==> config.mk <==
export PLATFORM = sky130hd
export DESIGN_NAME = uart_rx_fifo
export DESIGN_NICKNAME = d
export VERILOG_FILES = /design/src/rtl/uart_rx_fifo.sv
export SDC_FILE = /design/constraint.sdc
export NUM_CORES = 1
export LEC_CHECK = 0
export ABC_AREA = 0
export BUFFER_PORTS_ARGS = -buffer_cell sky130_fd_sc_hd__buf_2
export CAP_MARGIN = 20
export CORE_MARGIN = 4
export CORE_UTILIZATION = 29
export CTS_CLUSTER_DIAMETER = 200
export DETAILED_ROUTE_END_ITERATION = 10
export PLACE_DENSITY_LB_ADDON = 0.15
export SLEW_MARGIN = 10
export SYNTH_ARGS = -nofsm -noshare
export SYNTH_HDL_FRONTEND = slang
export SYNTH_SLANG_ARGS = --single-unit
export TNS_END_PERCENT = 1
==> constraint.sdc <==
create_clock -name clk -period 3.1 [get_ports clk]
set_input_delay 0.62 -clock clk [delete_from_list [all_inputs] [get_ports clk]]
set_output_delay 0.62 -clock clk [all_outputs]
set_load 0.1 [all_outputs]
==> src/rtl/uart_rx_fifo.sv <==
// UART receiver (16x oversampling, 3-sample majority vote, optional parity,
// 1/2 stop bits) feeding a first-word-fall-through FIFO with sticky error flags.
module uart_rx_fifo #(
    parameter int OS_DIV     = 9,
    parameter int DATA_BITS  = 8,
    parameter int PARITY_EN  = 0,
    parameter int PARITY_ODD = 0,
    parameter int STOP_BITS  = 1,
    parameter int DEPTH      = 8
) (
    input  logic                     clk,
    input  logic                     nrst,
    input  logic                     rx,
    input  logic                     rd_en,
    output logic [DATA_BITS-1:0]     rd_data,
    output logic                     empty,
    output logic                     full,
    output logic [$clog2(DEPTH):0]   level,
    output logic                     overrun,
    output logic                     frame_err,
    output logic                     parity_err,
    input  logic                     clr_err
);
    localparam int TW = (OS_DIV > 1) ? $clog2(OS_DIV) : 1;
    localparam int BW = (DATA_BITS > 1) ? $clog2(DATA_BITS) : 1;
    localparam int AW = $clog2(DEPTH);

    typedef enum logic [2:0] {
        S_IDLE, S_START, S_DATA, S_PARITY, S_STOP, S_STOP2, S_WAIT_HIGH
    } state_t;

    state_t                 state, state_nxt;
    logic                   rx_m, rx_s;
    logic [TW-1:0]          tick_cnt;
    logic                   tick, mid, last;
    logic [3:0]             sub, sub_nxt;
    logic [BW-1:0]          bit_cnt, bit_nxt;
    logic                   par_bad, par_bad_nxt;
    logic                   samp7, samp8, maj;
    logic [DATA_BITS-1:0]   shreg;
    logic                   shift_en, push, ferr_set, perr_set;
    logic [DATA_BITS-1:0]   mem [DEPTH];
    logic [AW-1:0]          wp, rp;
    logic                   do_pop, push_ok, drop;

    always_ff @(posedge clk or negedge nrst) begin
        if (!nrst) begin
            rx_m <= 1'b1;
            rx_s <= 1'b1;
        end else begin
            rx_m <= rx;
            rx_s <= rx_m;
        end
    end

    assign tick = (tick_cnt == TW'(OS_DIV - 1));
    assign mid  = tick && (sub == 4'd9);
    assign last = tick && (sub == 4'd15);

    always_ff @(posedge clk or negedge nrst) begin
        if (!nrst)     tick_cnt <= '0;
        else if (tick) tick_cnt <= '0;
        else           tick_cnt <= tick_cnt + 1'b1;
    end

    // Majority of the samples taken at sub 7, 8 and the live sample at sub 9
    assign maj = (samp7 & samp8) | (samp7 & rx_s) | (samp8 & rx_s);

    always_ff @(posedge clk) begin
        if (tick && sub == 4'd7) samp7 <= rx_s;
        if (tick && sub == 4'd8) samp8 <= rx_s;
        if (shift_en)            shreg <= {maj, shreg[DATA_BITS-1:1]};
    end

    always_ff @(posedge clk or negedge nrst) begin
        if (!nrst) begin
            state   <= S_IDLE;
            sub     <= '0;
            bit_cnt <= '0;
            par_bad <= 1'b0;
        end else begin
            state   <= state_nxt;
            sub     <= sub_nxt;
            bit_cnt <= bit_nxt;
            par_bad <= par_bad_nxt;
        end
    end

    always_comb begin
        state_nxt   = state;
        sub_nxt     = sub;
        bit_nxt     = bit_cnt;
        par_bad_nxt = par_bad;
        shift_en    = 1'b0;
        push        = 1'b0;
        ferr_set    = 1'b0;
        perr_set    = 1'b0;
        if (tick) sub_nxt = sub + 1'b1;
        case (state)
            S_IDLE: begin
                sub_nxt     = '0;
                bit_nxt     = '0;
                par_bad_nxt = 1'b0;
                if (tick && !rx_s) state_nxt = S_START;
            end
            S_START: begin
                if (mid && maj)  state_nxt = S_IDLE;
                else if (last)   state_nxt = S_DATA;
            end
            S_DATA: begin
                shift_en = mid;
                if (last) begin
                    if (bit_cnt == BW'(DATA_BITS - 1)) begin
                        bit_nxt = '0;
                        if (PARITY_EN != 0) state_nxt = S_PARITY;
                        else                state_nxt = S_STOP;
                    end else begin
                        bit_nxt = bit_cnt + 1'b1;
                    end
                end
            end
            S_PARITY: begin
                if (mid)  par_bad_nxt = (maj != (^shreg ^ 1'(PARITY_ODD)));
                if (last) state_nxt = S_STOP;
            end
            S_STOP, S_STOP2: begin
                // The last stop bit ends the frame mid-bit so the next start edge is not missed
                if (mid) begin
                    if (!maj) begin
                        ferr_set  = 1'b1;
                        state_nxt = S_WAIT_HIGH;
                    end else if (state == S_STOP2 || STOP_BITS != 2) begin
                        perr_set  = par_bad;
                        push      = !par_bad;
                        state_nxt = S_IDLE;
                    end
                end else if (last) begin
                    state_nxt = S_STOP2;
                end
            end
            S_WAIT_HIGH: begin
                sub_nxt = '0;
                if (rx_s) state_nxt = S_IDLE;
            end
            default: state_nxt = S_IDLE;
        endcase
    end

    assign do_pop  = rd_en && !empty;
    assign push_ok = push && (!full || do_pop);
    assign drop    = push && full && !do_pop;
    assign empty   = (level == '0);
    assign full    = (level == (AW+1)'(DEPTH));
    assign rd_data = empty ? '0 : mem[rp];

    always_ff @(posedge clk) begin
        if (push_ok) mem[wp] <= shreg;
    end

    always_ff @(posedge clk or negedge nrst) begin
        if (!nrst) begin
            wp    <= '0;
            rp    <= '0;
            level <= '0;
        end else begin
            if (push_ok) wp <= wp + 1'b1;
            if (do_pop)  rp <= rp + 1'b1;
            if (push_ok && !do_pop)      level <= level + 1'b1;
            else if (!push_ok && do_pop) level <= level - 1'b1;
        end
    end

    // A flag being set in the same cycle as clr_err stays set
    always_ff @(posedge clk or negedge nrst) begin
        if (!nrst) begin
            overrun    <= 1'b0;
            frame_err  <= 1'b0;
            parity_err <= 1'b0;
        end else begin
            if (drop)          overrun <= 1'b1;
            else if (clr_err)  overrun <= 1'b0;
            if (ferr_set)      frame_err <= 1'b1;
            else if (clr_err)  frame_err <= 1'b0;
            if (perr_set)      parity_err <= 1'b1;
            else if (clr_err)  parity_err <= 1'b0;
        end
    end
endmodule

==> results of run 1 <==
==> flip-flops by register name (all words and copies together), names as in the netlist, 3 cells and up <==
register,flops
rp,3
shreg,8
mem,64
sub,4
bit_cnt,3
level,4
state,3
wp,3
tick_cnt,4
==> layer usage <==
metal / up-vias / share of wire / global-route usage
met4: 0 / 0.023 / 0.05370
met5: - / 0 / 0
met3: 14 / 0.029 / 0.03004
met1: 1231 / 0.47 / 0.1394
met2: 23 / 0.48 / 0.1738
li1: 1148 / - / -
==> placed cells by master, fill, tap and decap left out, types with 3 or more instances in the layout <==
| master | n |
|---|---|
| a21oi_1 | 5 |
| nor2_2 | 4 |
| edfxtp_1 | 74 |
| xnor2_1 | 16 |
| clkbuf_16 | 9 |
| dfrtp_2 | 4 |
| mux2i_1 | 9 |
| nor3_1 | 5 |
| xor2_1 | 5 |
| nand2b_1 | 6 |
| ha_1 | 12 |
| dfrtp_1 | 24 |
| mux4_2 | 16 |
| inv_1 | 9 |
| nor2_1 | 22 |
| o21ai_0 | 10 |
| nand2_1 | 13 |
| buf_4 | 17 |
| nand4_1 | 3 |
| buf_2 | 21 |
| and3b_1 | 3 |
==> metrics by stage <==
| stage | instances | util | setup TNS, ns |
|---|---|---|---|
| global route | 540 | 0.3442 | 0 |
| finish | 540 | 0.3442 | 0 |
| floorplan | 287 | - | -1.016 |
| CTS | 540 | 0.3442 | 0 |
| detailed placement | 524 | 0.3259 | 0 |
| global placement | 524 | 0.3259 | 0 |
==> power groups by stage <==
stage	Combinational, W	Clock, W	Sequential (W)
6_report	0.00184	0.00107	0.00169
4_1_cts	0.00187	0.00112	0.00170
3_5_place_dp	0.00187	0	0.00173
2_1_floorplan	0.00142	0	0.00183
5_1_grt	0.00195	0.00118	0.00171
3_3_place_gp	0.00186	0	0.00173
==> area by class of cell <==
type / instances / area, um^2 / area share
sequential: 104 / 2980 / 0.5674
multi-input combinational: 162 / 1461 / 0.2782
tap: 211 / 264.0 / 0.05026
timing repair buffer: 38 / 232.7 / 0.04431
clock buffer: 10 / 229.0 / 0.04359
clock inverter: 6 / 51.30 / 0.009767
inverter: 9 / 33.78 / 0.006432
==> how the worst max path moves through the flow <==
stage,startpoint,to,slack (ns),cells after the start
global placement,sub[1],level[3],0.44,13
finish,rp[0],rd_data[6],0.36,5
CTS,rp[0],rd_data[6],0.32,5
floorplan,level[1],rd_data[4],-0.25,3
global route,sub[1],level[3],0.19,13
detailed placement,sub[1],level[3],0.38,13
==> cells by family after synthesis <==
logic type	Yosys count	synth area share
DFF	104	0.6573
and+or+nand+nor	72	0.09039
muxes	28	0.1078
AOI/OAI and AO/OA	27	0.03980
xor gates and xnor gates	21	0.04063
buffers and inverters	21	0.02349
adders and majority gates	14	0.04063
==> flow_summary_export.csv, run 1 <==
group,metric,value,unit
synthesis,yosysSeqAreaShare,0.6573,
setup_path,cp_top_family,"multiplexers",
sta,worst_pin_slew,0.7227,ns
pwr,swShare,0.4324,
global_routing,grt_pass1_vias,2571,
layout,drive_above_1_share,0.2918,
sta,fmax,364.9,MHz
synthesis,synth_area_per_cell,15.77,um^2
setup_path,crit_fanout,12,
synthesis,synthCells,287,
sta,rsz0062_at_grt,"no",
synthesis,ys_top_cells_by_count,"74 x edfxtp_1, 28 x dfrtp_1, 26 x nor2_1, 16 x mux4_2, 16 x xnor2_1",
pwr,p_per_area,876.0,nW/um^2
sta,fin_ws,0.3591,ns
die,chipHeight,132.9,um
route,ant_nets,0,
placement,dp_slack,0.3823,ns
global_routing,grt_max_degree,31,
worst_hold_path,holdCritPathClass,"input port to asynchronous set/reset pin",
synthesis,synth_most_common_cell,"edfxtp_1",
setup_path,r2r-end,"level[3]",
setup_path,reg2reg_from,"sub[1]",
setup_path,worstPathCellList,"buf_4 > mux4_2 > mux2i_1 > nor2_1 > buf_2",
setup_path,crit_type,"flop to output port",
route,num_vias,2416,
clock_network,post_cts_resized,0,
synthesis,synth_top_area_frac,0.4909,
sta,skew,0.007260,ns
setup_path,cp.required,2.48,ns
synthesis,ys_top_cells_by_area,"edfxtp_1 49%, dfrtp_1 15%, mux4_2 8.0%, ha_1 3.3%, xnor2_1 3.1%",
layout,post-route-cell-area,5253,um^2
route,drt_wl_total,8856,um
sta,max_slew_margin,0.5182,
clock_network,cts_tree,"done",
die,die_area,17670,um^2
die,die_width,132.9,um
route,drt_iter0_drc,112,
pwr,power_switching,0.001990,W
layout,n_antenna_cell,0,
sta,final.min_clock_period,2.741,ns
clock_network,cts_sinks,104,
sta,slew_violations,0,
clock_network,ctsHoldBuffers,0,
global_routing,gr-usage-all-layers,0.1099,
global_routing,grt_overflow,0,
clock_network,clk_pin_slew,0.07,ns
clock_network,htree_num_levels,3,
pwr,clkPwrFrac,0.233,
die,initial_core_util,0.2967,
die,num_io_pins,22,
placement,gp_congestion,0.7123,
pwr,seq_power_share,0.368,
setup_path,rrSetupSlack,0.40,ns
run,drv_cap,0,
clock_network,worstSkewPairLatency,0.36,ns
global_routing,antenna_found_initial,0,
synthesis,yosys_warnings,0,
route,wl_per_cell,16.40,um
pwr,p_comb_frac,0.399,
setup_path,max_stage_delay,0.53,ns
synthesis,syn-num-nets,305,
synthesis,synthArstFlopShare,0.2885,
run_status,status,"finished, final reports clean",
placement,portBuffers,21,
layout,syn_to_final_growth,16.03,%
setup_path,cpMaxStageDelayCell,"mux4_2",
route,via_per_inst,4.474,
layout,nets,342,
synthesis,syn_area,4527,um^2
die,core-area,15260,um^2
route,first_pass_iters,4,
synthesis,yosys_register_bits,104,
clock_network,cts-root-buf,"clkbuf_16",
placement,dp_hpwl,6032,um
synthesis,ys.flop_type,"edfxtp_1",
clock_network,cts_made_buffers,9,
setup_path,crit_path_end_kind,"output port",
setup_path,start_kind,"flop",
clock_network,clock_path_buffers,2,
pwr,intPower,0.002612,W
placement,detailed_place.area,4972,um^2
route,drcViolationCount,0,
setup_path,crit_buf_inv,2,
layout,nFillCells,1481,
synthesis,synth_area_leader_cell,"edfxtp_1",
sta,finalSetupViolations,0,
sta,hold_viol,0,
sta,period_share,0.8841,
pwr,peakVddDrop,0.0004061,V
synthesis,synth-edff-count,74,
setup_path,arrival,2.12,ns
sta,whs,0.3111,ns
pwr,p_leak,1.916,nW
global_routing,grt_pass1_wl,14500,um
clock_network,post-cts-setup-buffer-count,0,
setup_path,rr_worst_depth,13,
synthesis,yosysUniqueCellTypes,50,
die,core.rowCount,45,
pwr,design_power_total,0.004601,W
Power figures use the tool's default switching activity.
==> run 2: changes to the inputs <==
--- a/config.mk
+++ b/config.mk
@@ -13,6 +13,7 @@
 export CTS_CLUSTER_DIAMETER = 200
 export DETAILED_ROUTE_END_ITERATION = 10
 export PLACE_DENSITY_LB_ADDON = 0.15
+export REMOVE_ABC_BUFFERS = 1
 export SLEW_MARGIN = 10
 export SYNTH_ARGS = -nofsm -noshare
 export SYNTH_HDL_FRONTEND = slang
==> flow_summary_export.csv, run 2 (synthesis gave the netlist of run 1 again) <==
group,metric,value,unit
sta,final.min_clock_period,2.835,ns
die,core.rowCount,45,
layout,nFillCells,1461,
setup_path,arrival,2.22,ns
pwr,p_leak,1.918,nW
setup_path,worstPathCellList,"buf_4 > mux4_2 > mux2i_1 > nor2_1 > buf_2",
clock_network,cts-root-buf,"clkbuf_16",
worst_hold_path,holdCritPathClass,"input port to asynchronous set/reset pin",
route,first_pass_iters,4,
die,initial_core_util,0.2967,
sta,fmax,352.7,MHz
sta,slew_violations,0,
run,drv_cap,0,
sta,hold_viol,0,
route,via_per_inst,4.439,
pwr,design_power_total,0.004590,W
global_routing,grt_pass1_vias,2547,
setup_path,rrSetupSlack,0.41,ns
setup_path,crit_buf_inv,2,
setup_path,start_kind,"flop",
clock_network,post_cts_resized,0,
clock_network,cts_made_buffers,9,
global_routing,gr-usage-all-layers,0.1082,
layout,most-common-layout-cells,"74 x edfxtp_1, 28 x dfrtp_1, 26 x nor2_1",
setup_path,cp.required,2.48,ns
die,num_io_pins,22,
clock_network,htree_num_levels,3,
setup_path,crit_type,"flop to output port",
sta,finalSetupViolations,0,
global_routing,grt_overflow,0,
die,die_area,17670,um^2
clock_network,post-cts-setup-buffer-count,0,
setup_path,cp_top_family,"multiplexers",
layout,layoutNonFillerInstCount,540,
pwr,p_per_area,876.6,nW/um^2
setup_path,crit_path_end_kind,"output port",
layout,post-route-util,0.3432,
layout,final_common_cell,"edfxtp_1",
run_status,status,"finished, final reports clean",
sta,max_slew_margin,0.5223,
route,ant_nets,0,
setup_path,max_stage_delay,0.56,ns
layout,top_regs,"mem x64, shreg x8",
layout,regMostFlops,"mem",
placement,portBuffers,21,
setup_path,crit_fanout,7,
sta,period_share,0.9146,
route,wl_per_cell,16.18,um
setup_path,r2r-end,"level[3]",
setup_path,cpMaxStageDelayCell,"dfrtp_1",
layout,nets,342,
sta,rsz0062_at_grt,"no",
clock_network,cts_tree,"done",
route,drt_wl_total,8738,um
clock_network,ctsHoldBuffers,0,
global_routing,grt_max_degree,31,
global_routing,grt_pass1_wl,14600,um
clock_network,worstSkewPairLatency,0.35,ns
clock_network,cts_sinks,104,
setup_path,reg2reg_from,"sub[1]",
route,num_vias,2397,
die,chipHeight,132.9,um
clock_network,clk_pin_slew,0.07,ns
layout,drive_above_1_share,0.2675,
layout,syn_to_final_growth,15.67,%
pwr,peakVddDrop,0.0004635,V
route,drcViolationCount,0,
setup_path,rr_worst_depth,13,
layout,largest_register_ffs,64,
global_routing,antenna_found_initial,0,
layout,n_antenna_cell,0,
sta,skew,0.006855,ns
placement,dp_hpwl,5808,um
sta,worst_pin_slew,0.7165,ns
die,die_width,132.9,um
route,drt_iter0_drc,123,
clock_network,clock_path_buffers,2,
placement,placedCellCount,524,
placement,gp_congestion,0.7198,
die,core-area,15260,um^2
==> run 2: cell types whose count changed in the layout (fill, tap and decap cells not counted) <==
| cell | before | now |
|---|---|---|
| clkinv_4 | 2 | 0 |
| inv_6 | 2 | 3 |
| clkinvlp_4 | 0 | 1 |
| nor2_1 | 22 | 26 |
| nor2_2 | 4 | 0 |
| dfrtp_2 | 4 | 0 |
| dfrtp_1 | 24 | 28 |
==> run 2: worst reg2reg max path, delay by kind of cell, from the launching register on <==
kind	cells	cell delay (ns)
and+or+nand+nor	4	0.75
AOI/OAI and AO/OA	2	0.33
DFF	1	0.40
xor gates and xnor gates	2	0.27
adders and majority gates	3	0.64
buffers and inverters	2	0.19
==> run 2: area by class of cell <==
cell class	instances	area [um^2]	area share
clock buffer	10	229.0	0.04373
inverter	9	33.78	0.006452
multi-input combinational	162	1451	0.2772
timing repair buffer	38	232.7	0.04444
tap	211	264.0	0.05042
clock inverter	6	50.05	0.009558
sequential	104	2975	0.5682
==> run 2: how the worst max path moves through the flow <==
stage                         from         end  slack (ns)  cells past startpoint
final                        rp[0]  rd_data[6]        0.26                      5
after global routing         rp[0]  rd_data[6]        0.07                      5
after global placement      sub[1]    level[3]        0.45                     13
after detailed placement    sub[1]    level[3]        0.41                     13
after floorplan           level[1]  rd_data[0]       -3.87                      2
after CTS                    rp[0]  rd_data[6]        0.19                      5
==> run 2: report_power, final <==
part	switching, W	leakage [nW]	internal, W
registers	0.000139	1.04	0.00154
logic	0.00132	0.738	0.000503
clock network	0.000531	0.136	0.000559
total	0.00199	1.92	0.00260
==> run 2: stage by stage <==
stage	instance area, um^2	TNS, ns	worst slack [ns]	hold WS, ns
finish	5236	0	0.2648	0.3200
global route	5236	0	0.06936	0.3486
CTS	5236	0	0.1865	0.3443
detailed placement	4957	0	0.4078	0.3468
global placement	4957	0	0.4536	0.3473
floorplan	4454	-50.15	-3.869	0.3244
==> run 2: per-layer routing <==
metal  GRT usage  up-vias  share of wire
li1            -     1149              -
met1      0.1469     1196           0.48
met2      0.1665       41           0.47
met3     0.02243       11          0.032
met4     0.05023        0          0.014
met5           0        -              0
